`config.mk`:
```
export PLATFORM = sky130hd
export DESIGN_NAME = pipe_hazard_unit
export DESIGN_NICKNAME = d
export VERILOG_FILES = /design/src/rtl/pipe_hazard_unit_pkg.sv /design/src/rtl/pipe_hazard_unit_hazard_slot_pipe.sv /design/src/rtl/pipe_hazard_unit.sv
export SDC_FILE = /design/constraint.sdc
export NUM_CORES = 1
export LEC_CHECK = 0
export BUFFER_PORTS_ARGS = -buffer_cell sky130_fd_sc_hd__clkbuf_2
export CAP_MARGIN = 10
export CORE_UTILIZATION = 40
export CTS_BUF_LIST = sky130_fd_sc_hd__clkbuf_8
export CTS_CLUSTER_SIZE = 10
export DETAILED_ROUTE_END_ITERATION = 7
export PLACE_DENSITY = 0.73
export SLEW_MARGIN = 20
export SYNTH_ARGS = -nofsm -noshare
export SYNTH_HDL_FRONTEND = slang
export SYNTH_SLANG_ARGS = --single-unit
```
`constraint.sdc`:
```
create_clock -name clk -period 6.4 [get_ports clk]
set_input_delay 1.28 -clock clk [delete_from_list [all_inputs] [get_ports clk]]
set_output_delay 1.28 -clock clk [all_outputs]
set_load 0.05 [all_outputs]
```
`src/rtl/pipe_hazard_unit_pkg.sv`:
```
// Shared constants for the hazard/forwarding controller and its slot pipe.
package pipe_hazard_unit_pkg;

  // Forward-select code meaning "take operand from the register file".
  localparam int FWD_REGFILE = 0;

  // Default register-address width (RV32: x0..x31).
  localparam int DEF_REG_AW = 5;

  // Packed slot layout {valid, regwrite, memread, rd[aw-1:0]} offsets.
  localparam int SLOT_RD_LSB = 0;
  function automatic int slot_memread_bit(input int aw);
    return aw;
  endfunction
  function automatic int slot_regwrite_bit(input int aw);
    return aw + 1;
  endfunction
  function automatic int slot_valid_bit(input int aw);
    return aw + 2;
  endfunction

endpackage

```
`src/rtl/pipe_hazard_unit_hazard_slot_pipe.sv`:
```
// Shadow scoreboard of in-flight instructions past ID: a FWD_STAGES-deep
// shift register of {valid, rd, regwrite, memread}, with the slots fed by
// killed younger instructions invalidated on a redirect.
module hazard_slot_pipe
  import pipe_hazard_unit_pkg::*;
#(
  parameter int REG_AW        = DEF_REG_AW,
  parameter int FWD_STAGES    = 3,
  parameter int REDIRECT_SLOT = 1
) (
  input  logic                                 clk,
  input  logic                                 rst,
  input  logic                                 in_valid_i,
  input  logic [REG_AW-1:0]                    in_rd_i,
  input  logic                                 in_regwrite_i,
  input  logic                                 in_memread_i,
  input  logic                                 kill_i,
  output logic [FWD_STAGES-1:0]                valid_o,
  output logic [FWD_STAGES-1:0][REG_AW-1:0]    rd_o,
  output logic [FWD_STAGES-1:0]                regwrite_o,
  output logic [FWD_STAGES-1:0]                memread_o
);

  logic [FWD_STAGES-1:0]             valid_d, valid_q;
  logic [FWD_STAGES-1:0][REG_AW-1:0] rd_d, rd_q;
  logic [FWD_STAGES-1:0]             regwrite_d, regwrite_q;
  logic [FWD_STAGES-1:0]             memread_d, memread_q;

  // Next slot contents: slot0 takes the (already gated) ID fields, the rest
  // shift down; slots 1..REDIRECT_SLOT drop their incoming entry on kill.
  always_comb begin
    valid_d    = '0;
    rd_d       = '0;
    regwrite_d = '0;
    memread_d  = '0;
    valid_d[0]    = in_valid_i;
    rd_d[0]       = in_valid_i ? in_rd_i : '0;
    regwrite_d[0] = in_valid_i & in_regwrite_i;
    memread_d[0]  = in_valid_i & in_memread_i;
    for (int i = 1; i < FWD_STAGES; i++) begin
      valid_d[i]    = valid_q[i-1] & ~(kill_i && (i <= REDIRECT_SLOT));
      rd_d[i]       = rd_q[i-1];
      regwrite_d[i] = regwrite_q[i-1];
      memread_d[i]  = memread_q[i-1];
    end
  end

  // Slot registers; reset empties the whole window.
  always_ff @(posedge clk or posedge rst) begin
    if (rst) begin
      valid_q    <= '0;
      rd_q       <= '0;
      regwrite_q <= '0;
      memread_q  <= '0;
    end else begin
      valid_q    <= valid_d;
      rd_q       <= rd_d;
      regwrite_q <= regwrite_d;
      memread_q  <= memread_d;
    end
  end

  assign valid_o    = valid_q;
  assign rd_o       = rd_q;
  assign regwrite_o = regwrite_q;
  assign memread_o  = memread_q;

endmodule

```
`src/rtl/pipe_hazard_unit.sv`:
```
// Hazard/forwarding controller beside ID: load-use stall, redirect flush,
// registered EX operand forward selects and saturating perf counters.
module pipe_hazard_unit
  import pipe_hazard_unit_pkg::*;
#(
  parameter int REG_AW        = DEF_REG_AW,
  parameter int FWD_STAGES    = 3,
  parameter int LOAD_LAT      = 1,
  parameter int REDIRECT_SLOT = 1,
  parameter int CNT_W         = 32,
  localparam int FW           = $clog2(FWD_STAGES + 1)
) (
  input  logic                     clk,
  input  logic                     rst,
  input  logic                     id_valid_i,
  input  logic [REG_AW-1:0]        id_rs1_i,
  input  logic [REG_AW-1:0]        id_rs2_i,
  input  logic                     id_rs1_used_i,
  input  logic                     id_rs2_used_i,
  input  logic [REG_AW-1:0]        id_rd_i,
  input  logic                     id_regwrite_i,
  input  logic                     id_memread_i,
  input  logic                     redirect_i,
  output logic                     pc_hold_o,
  output logic                     if_id_hold_o,
  output logic                     id_ex_bubble_o,
  output logic [REDIRECT_SLOT:0]   flush_o,
  output logic [FW-1:0]            fwd_rs1_o,
  output logic [FW-1:0]            fwd_rs2_o,
  output logic [CNT_W-1:0]         stall_cnt_o,
  output logic [CNT_W-1:0]         flush_cnt_o
);

  logic [FWD_STAGES-1:0]             s_valid, s_regwrite, s_memread;
  logic [FWD_STAGES-1:0][REG_AW-1:0] s_rd;
  logic [FWD_STAGES-1:0]             m1, m2;
  logic                              stall;
  logic [FW-1:0]                     fwd_rs1_d, fwd_rs1_q, fwd_rs2_d, fwd_rs2_q;
  logic [CNT_W-1:0]                  stall_cnt_d, stall_cnt_q, flush_cnt_d, flush_cnt_q;

  hazard_slot_pipe #(
    .REG_AW       (REG_AW),
    .FWD_STAGES   (FWD_STAGES),
    .REDIRECT_SLOT(REDIRECT_SLOT)
  ) u_slots (
    .clk          (clk),
    .rst          (rst),
    .in_valid_i   (id_valid_i & ~stall & ~redirect_i),
    .in_rd_i      (id_rd_i),
    .in_regwrite_i(id_regwrite_i),
    .in_memread_i (id_memread_i),
    .kill_i       (redirect_i),
    .valid_o      (s_valid),
    .rd_o         (s_rd),
    .regwrite_o   (s_regwrite),
    .memread_o    (s_memread)
  );

  // Per-slot producer match against each used ID source; x0 never matches.
  always_comb begin
    m1 = '0;
    m2 = '0;
    for (int i = 0; i < FWD_STAGES; i++) begin
      m1[i] = s_valid[i] & s_regwrite[i] & (s_rd[i] != '0) & id_rs1_used_i & (s_rd[i] == id_rs1_i);
      m2[i] = s_valid[i] & s_regwrite[i] & (s_rd[i] != '0) & id_rs2_used_i & (s_rd[i] == id_rs2_i);
    end
  end

  // Load-use stall: a load still too young to forward; a redirect overrides it.
  always_comb begin
    stall = 1'b0;
    for (int i = 0; i < LOAD_LAT && i < FWD_STAGES; i++)
      if (s_memread[i] & (m1[i] | m2[i])) stall = 1'b1;
    stall = stall & id_valid_i & ~redirect_i;
  end

  assign pc_hold_o      = stall;
  assign if_id_hold_o   = stall;
  assign id_ex_bubble_o = stall;
  assign flush_o        = {(REDIRECT_SLOT+1){redirect_i}};

  // Forward select for the instruction entering EX: youngest producer wins,
  // last slot is left to the write-before-read register file.
  always_comb begin
    fwd_rs1_d = FW'(FWD_REGFILE);
    fwd_rs2_d = FW'(FWD_REGFILE);
    for (int i = FWD_STAGES - 2; i >= 0; i--) begin
      if (m1[i]) fwd_rs1_d = FW'(i + 1);
      if (m2[i]) fwd_rs2_d = FW'(i + 1);
    end
    if (stall | redirect_i) begin
      fwd_rs1_d = FW'(FWD_REGFILE);
      fwd_rs2_d = FW'(FWD_REGFILE);
    end
  end

  // Saturating event counters.
  always_comb begin
    stall_cnt_d = stall_cnt_q;
    flush_cnt_d = flush_cnt_q;
    if (stall && !(&stall_cnt_q))      stall_cnt_d = stall_cnt_q + 1'b1;
    if (redirect_i && !(&flush_cnt_q)) flush_cnt_d = flush_cnt_q + 1'b1;
  end

  // Forward-select and counter registers.
  always_ff @(posedge clk or posedge rst) begin
    if (rst) begin
      fwd_rs1_q   <= '0;
      fwd_rs2_q   <= '0;
      stall_cnt_q <= '0;
      flush_cnt_q <= '0;
    end else begin
      fwd_rs1_q   <= fwd_rs1_d;
      fwd_rs2_q   <= fwd_rs2_d;
      stall_cnt_q <= stall_cnt_d;
      flush_cnt_q <= flush_cnt_d;
    end
  end

  assign fwd_rs1_o   = fwd_rs1_q;
  assign fwd_rs2_o   = fwd_rs2_q;
  assign stall_cnt_o = stall_cnt_q;
  assign flush_cnt_o = flush_cnt_q;

endmodule

```
# Word-level counts from Yosys, hierarchy flattened
# Cells that the tools add are included.
[totals]
register_bits = 83
in_bits = 23
out_inout_bits = 73
word_cells = 55
[classes]
add_sub_neg = 2
n_eq_ne = 4
muxes = 8
bitwise = 24
n_reduce_logical = 8
[op_table]
columns = ["op", "count"]
rows = [
  ["$add A32 B1 Y32 const B", 2],
  ["$reduce_and A32 Y1", 2],
  ["$and A1 B1 Y1", 20],
  ["$eq A5 B5 Y1", 4],
  ["$mux W2", 6],
  ["$reduce_bool A5 Y1", 2],
  ["$mux W5", 1],
  ["$logic_and A1 B1 Y1", 2],
  ["$logic_not A1 Y1", 2],
  ["$not A1 Y1", 2],
  ["$or A1 B1 Y1", 2],
  ["$mux W1", 1],
]

# Depth between registers and ports, before layout
[logic_depth]
ltp_word = 13
depth_mapped = 7
mapped_depth_nobuf = 7

# Modules after synthesis
# A second synthesis with hierarchy kept.
[unflattened]
cells_unflattened = 385
hier_area_um2 = 4291.6
[modules_own_cells]
columns = ["mod", "n_inst", "cells_each", "area_each_um2", "seq_area_each_um2"]
rows = [
  ["pipe_hazard_unit", 1, 337, 3524.6, 1701.6],
  ["hazard_slot_pipe", 1, 48, 767.0, 600.6],
]

# Worst setup path before layout
# Ideal clock, no wire load.
[synth_path]
kind = "input to output"
from = "input port id_rs1_i[3]"
to = "output port if_id_hold_o"
arrival_ns = 2.605
t_required_ns = 5.120
path_slack_ns = 2.515
stages = 6
n_path_buf = 2
path_cell_list = "xor2_1 nor4_4 nand3_4 a21oi_4 clkbuf_8 buf_4"
[synth_via]
elab_chain_cells = 7
[synth_rtl]
columns = ["element", "line_no", "source"]
rows = [
  ["start: declaration", "pipe_hazard_unit.sv:16", "input logic [REG_AW-1:0] id_rs1_i,"],
  ["$eq A5 B5 Y1", "pipe_hazard_unit.sv:64", "m1[i] = s_valid[i] & s_regwrite[i] & (s_rd[i] != '0) & id_rs1_used_i & (s_rd[i] == id_rs1_i);"],
  ["$and A1 B1 Y1", "pipe_hazard_unit.sv:64", ""],
  ["$or A1 B1 Y1", "pipe_hazard_unit.sv:73", "if (s_memread[i] & (m1[i] | m2[i])) stall = 1'b1;"],
  ["$and A1 B1 Y1", "pipe_hazard_unit.sv:73", ""],
  ["$mux W1", "pipe_hazard_unit.sv:73", ""],
  ["$and A1 B1 Y1 (2 in a row)", "pipe_hazard_unit.sv:74", "stall = stall & id_valid_i & ~redirect_i;"],
  ["end: declaration", "pipe_hazard_unit.sv:25", "output logic if_id_hold_o,"],
]
# No other way between the ends.

# Final worst setup path
[layout_path]
from = "input port id_rs1_i[3]"
to = "output port id_ex_bubble_o"
[layout_via]
elab_chain_cells = 7
[layout_rtl]
columns = ["element", "line_no", "source"]
rows = [
  ["$eq A5 B5 Y1", "pipe_hazard_unit.sv:64", ""],
  ["$and A1 B1 Y1", "pipe_hazard_unit.sv:64", ""],
  ["$or A1 B1 Y1", "pipe_hazard_unit.sv:73", ""],
  ["$and A1 B1 Y1", "pipe_hazard_unit.sv:73", ""],
  ["$mux W1", "pipe_hazard_unit.sv:73", ""],
  ["$and A1 B1 Y1 (2 in a row)", "pipe_hazard_unit.sv:74", ""],
  ["end: declaration", "pipe_hazard_unit.sv:26", "output logic id_ex_bubble_o,"],
]
# No other way between the ends.

==> flow_summary_export.csv <==
group,metric,value,unit
synthesis,yosysTopAreaCell,"dfrtp_1",
synthesis,synth_top_area_share,51.9,%
cells_and_area,nNetsFinal,472,
die,coreArea,0.00973,mm2
die,die_w,102,um
global_routing,gr-max-usage-layer,"met2",
global_routing,grt_pass1_wl,13600,um
synthesis,syn_inst,346,
global_routing,grt_pass1_vias,2681,
pwr,swShare,28.8,%
global_routing,overflow,0,
status,outcome,"complete, no violations",
clock_network,cts_tree,"built",
setup_path,path_class,"primary input to primary output",
routing,post_drt_wl_per_cell,14.6,um
synthesis,synth_edf_count,0,
timing,skew,8.66,ps
pwr,switching_power,0.000365,W
synthesis,syn_area,0.00401,mm2
place,dp_cells,569,
pwr,power_frac_comb,14.6,%
synthesis,yosys_warnings,0,
pwr,ir_drop,0.000228,V
timing,setup_viol,0,
clock_network,clock-sinks,83,
routing,drtIter0Drc,107,
timing,slew_violations,0,
global_routing,antenna_found_initial,0,
timing,worstMarginPinSlew,1040,ps
pwr,powerDensity,260,mW/mm2
synthesis,async_reset_ff_share,100,%
global_routing,grt_use_total,17.0,%
cells_and_area,num_antenna_cells,0,
clock_network,htreeDepth,3,
place,pre_cts_slack,2200,ps
pwr,p_leak,2.31,nW
die,num_rows,36,
routing,num_vias,3000,
synthesis,synthTopCellsByArea,"dfrtp_1 52%, xnor2_1 11%, xor2_1 6.8%, nand4_1 3.9%, nand3_1 3.2%",
clock_network,clock_latency,360,ps
flow_run,max-cap-violations,0,
cells_and_area,finalNonFillerCells,585,
routing,drc,0,
timing,fmax,237,MHz
place,io_buffers,95,
cells_and_area,drive_gt1_share,29.0,%
routing,avgViaCountPerCell,5.13,
routing,first_pass_iters,4,
die,die_area,0.0104,mm2
synthesis,synth.ff_latch_count,83,
routing,wl,8540,um
die,initial_utilization,41.2,%
setup_path,start_kind,"primary input",
timing,max_slew_margin,29.7,%
pwr,p_int,0.000900,W
synthesis,synth-main-ff-cell,"dfrtp_1",
clock_network,path_clk_slew,80,ps
setup_path,arrival,2940,ps
global_routing,grt.met2_usage,24.9,%
synthesis,synthDistinctLibCells,46,
global_routing,use_met1,24.1,%
place,gp_congestion,0.782,
setup_path,critPathSlowestCell,"a21oi_4",
clock_network,ctsResizeCount,0,
die,die_y,102,um
pwr,clkPwrFrac,39.1,%
clock_network,cts_buffer_depth,2,
clock_network,cts-root-buf,"clkbuf_8",
synthesis,syn_nets,371,
setup_path,path_cells,"clkbuf_2 > xor2_1 > nor4_4 > nand3_4 > a21oi_4 > clkbuf_2",
setup_path,cp_data_required_time,5120,ps
setup_path,cp-end-kind,"primary output",
synthesis,syn_area_per_cell,11.6,um2
clock_network,postCtsSetupBuffers,0,
pwr,seqPwrFrac,46.2,%
timing,worst_slack,2180,ps
timing,fin_crit_sh,65.9,%
die,pin_count,96,
clock_network,holdBufCountCts,0,
setup_path,path_max_fanout,19,
setup_path,cp_common_cell,"clkbuf_2",
synthesis,seq_area_frac_synth,51.9,%
timing,hold_viol_final,0,
place,dp_hpwl,6220,um
timing,fin_crit,4220,ps
worst_hold_path,min_path_type,"flop to flop",
clock_network,cts_buffers,9,
setup_path,critPathMaxStageDelay,480,ps
global_routing,grt_max_degree,84,
timing,rsz0062_at_grt,"false",
timing,tns,0,ps
routing,ant_nets,0,
cells_and_area,syn2layout_area_growth,21.7,%
global_routing,grt_use_met3,2.87,%
[critical path, delay by kind of cell]
family	cells	cell delay, ps
xor+xnor	1	160
buf+inv	2	470
simple gates	2	520
compound gates	1	480
[per-stage QoR]
step	area (um2)	utilization, %	power [W]	hold slack (ps)
after floorplan	4010	-	0.000730	372
after global placement	4610	47.4	0.000778	388
after detailed placement	4610	47.4	0.000783	395
after CTS	4870	50.1	0.00128	414
after global routing	4880	50.1	0.00132	425
final	4880	50.1	0.00127	414
[sequential cells by signal (all words and copies together), names as in the netlist]
register / cells
flush_cnt_o: 32
stall_cnt_o: 32
u_slots.rd_o: 10
fwd_rs1_o: 2
fwd_rs2_o: 2
u_slots.regwrite_o: 2
u_slots.valid_o: 2
u_slots.memread_o: 1
[power by group through the flow]
| stage | logic (W) | registers (W) | clock network, W |
|---|---|---|---|
| finish | 0.000185 | 0.000585 | 0.000495 |
| global route | 0.000200 | 0.000590 | 0.000526 |
| CTS | 0.000188 | 0.000585 | 0.000505 |
| detailed placement | 0.000188 | 0.000595 | 0 |
| global placement | 0.000185 | 0.000593 | 0 |
| floorplan | 0.0000649 | 0.000665 | 0 |
[Yosys cell counts (all sizes together), types with 5 or more instances]
library cell / count
nor4b: 5
and3: 13
xor2: 31
nor2: 18
nand3: 28
xnor2: 50
and4: 5
nor4: 8
buf: 5
and2: 10
dfrtp: 83
nor3: 6
nand4: 25
nand2: 26
[area by class of cell]
cell class	instances	area, um2
Tap cell	133	166
Timing Repair Buffer	96	487
Clock inverter	7	141
Fill cell	904	4850
Sequential cell	83	2080
Clock buffer	9	124
Multi-Input combinational cell	254	1870
Inverter	3	12.5
[cell usage in the layout, fill, tap and decap left out, types with 3 or more instances in the layout]
master | netlist | layout
nand2_1 | 26 | 26
and4_1 | 5 | 5
nand4_1 | 25 | 25
and2_1 | 10 | 10
dfrtp_1 | 83 | 83
clkbuf_8 | 1 | 9
clkbuf_2 | 0 | 95
nor4_4 | 4 | 4
nor4b_1 | 4 | 4
xnor2_1 | 50 | 50
nor3_1 | 5 | 5
nor4_1 | 3 | 3
and3_1 | 12 | 12
bufinv_16 | 0 | 4
nor2_1 | 18 | 18
xor2_1 | 31 | 31
inv_1 | 3 | 3
nand3_1 | 26 | 26
[final timing paths]
check | from | end | slack [ps] | cells past startpoint
max in group asynchronous | rst | stall_cnt_o[1] | 4800 | 3
max | id_rs1_i[3] | id_ex_bubble_o | 2180 | 6
max reg2reg | flush_cnt_o[0] | flush_cnt_o[11] | 3870 | 7
min reg2reg | u_slots.regwrite_o[0] | u_slots.regwrite_o[1] | 410 | 0
min | u_slots.regwrite_o[0] | u_slots.regwrite_o[1] | 410 | 0
min in group asynchronous | rst | stall_cnt_o[22] | 1100 | 3
[per-layer routing]
metal | part of all wire, % | up-vias
met5 | 0 | -
met4 | 2.1 | 0
met3 | 3.7 | 12
met2 | 46 | 73
met1 | 48 | 1484
li1 | - | 1431
[cell families (layout without fill, tap and decap cells)]
kind of cell    after synthesis  in the layout  synth area share, %
fa+ha+maj                     2              2                0.625
mux                           3              3                0.843
xor+xnor                     81             81                 17.7
flops                        83             83                 51.9
compound gates               15             15                 3.94
buf+inv                       9            115                 1.50
simple gates                153            153                 23.5
Power figures use the tool's default switching activity.
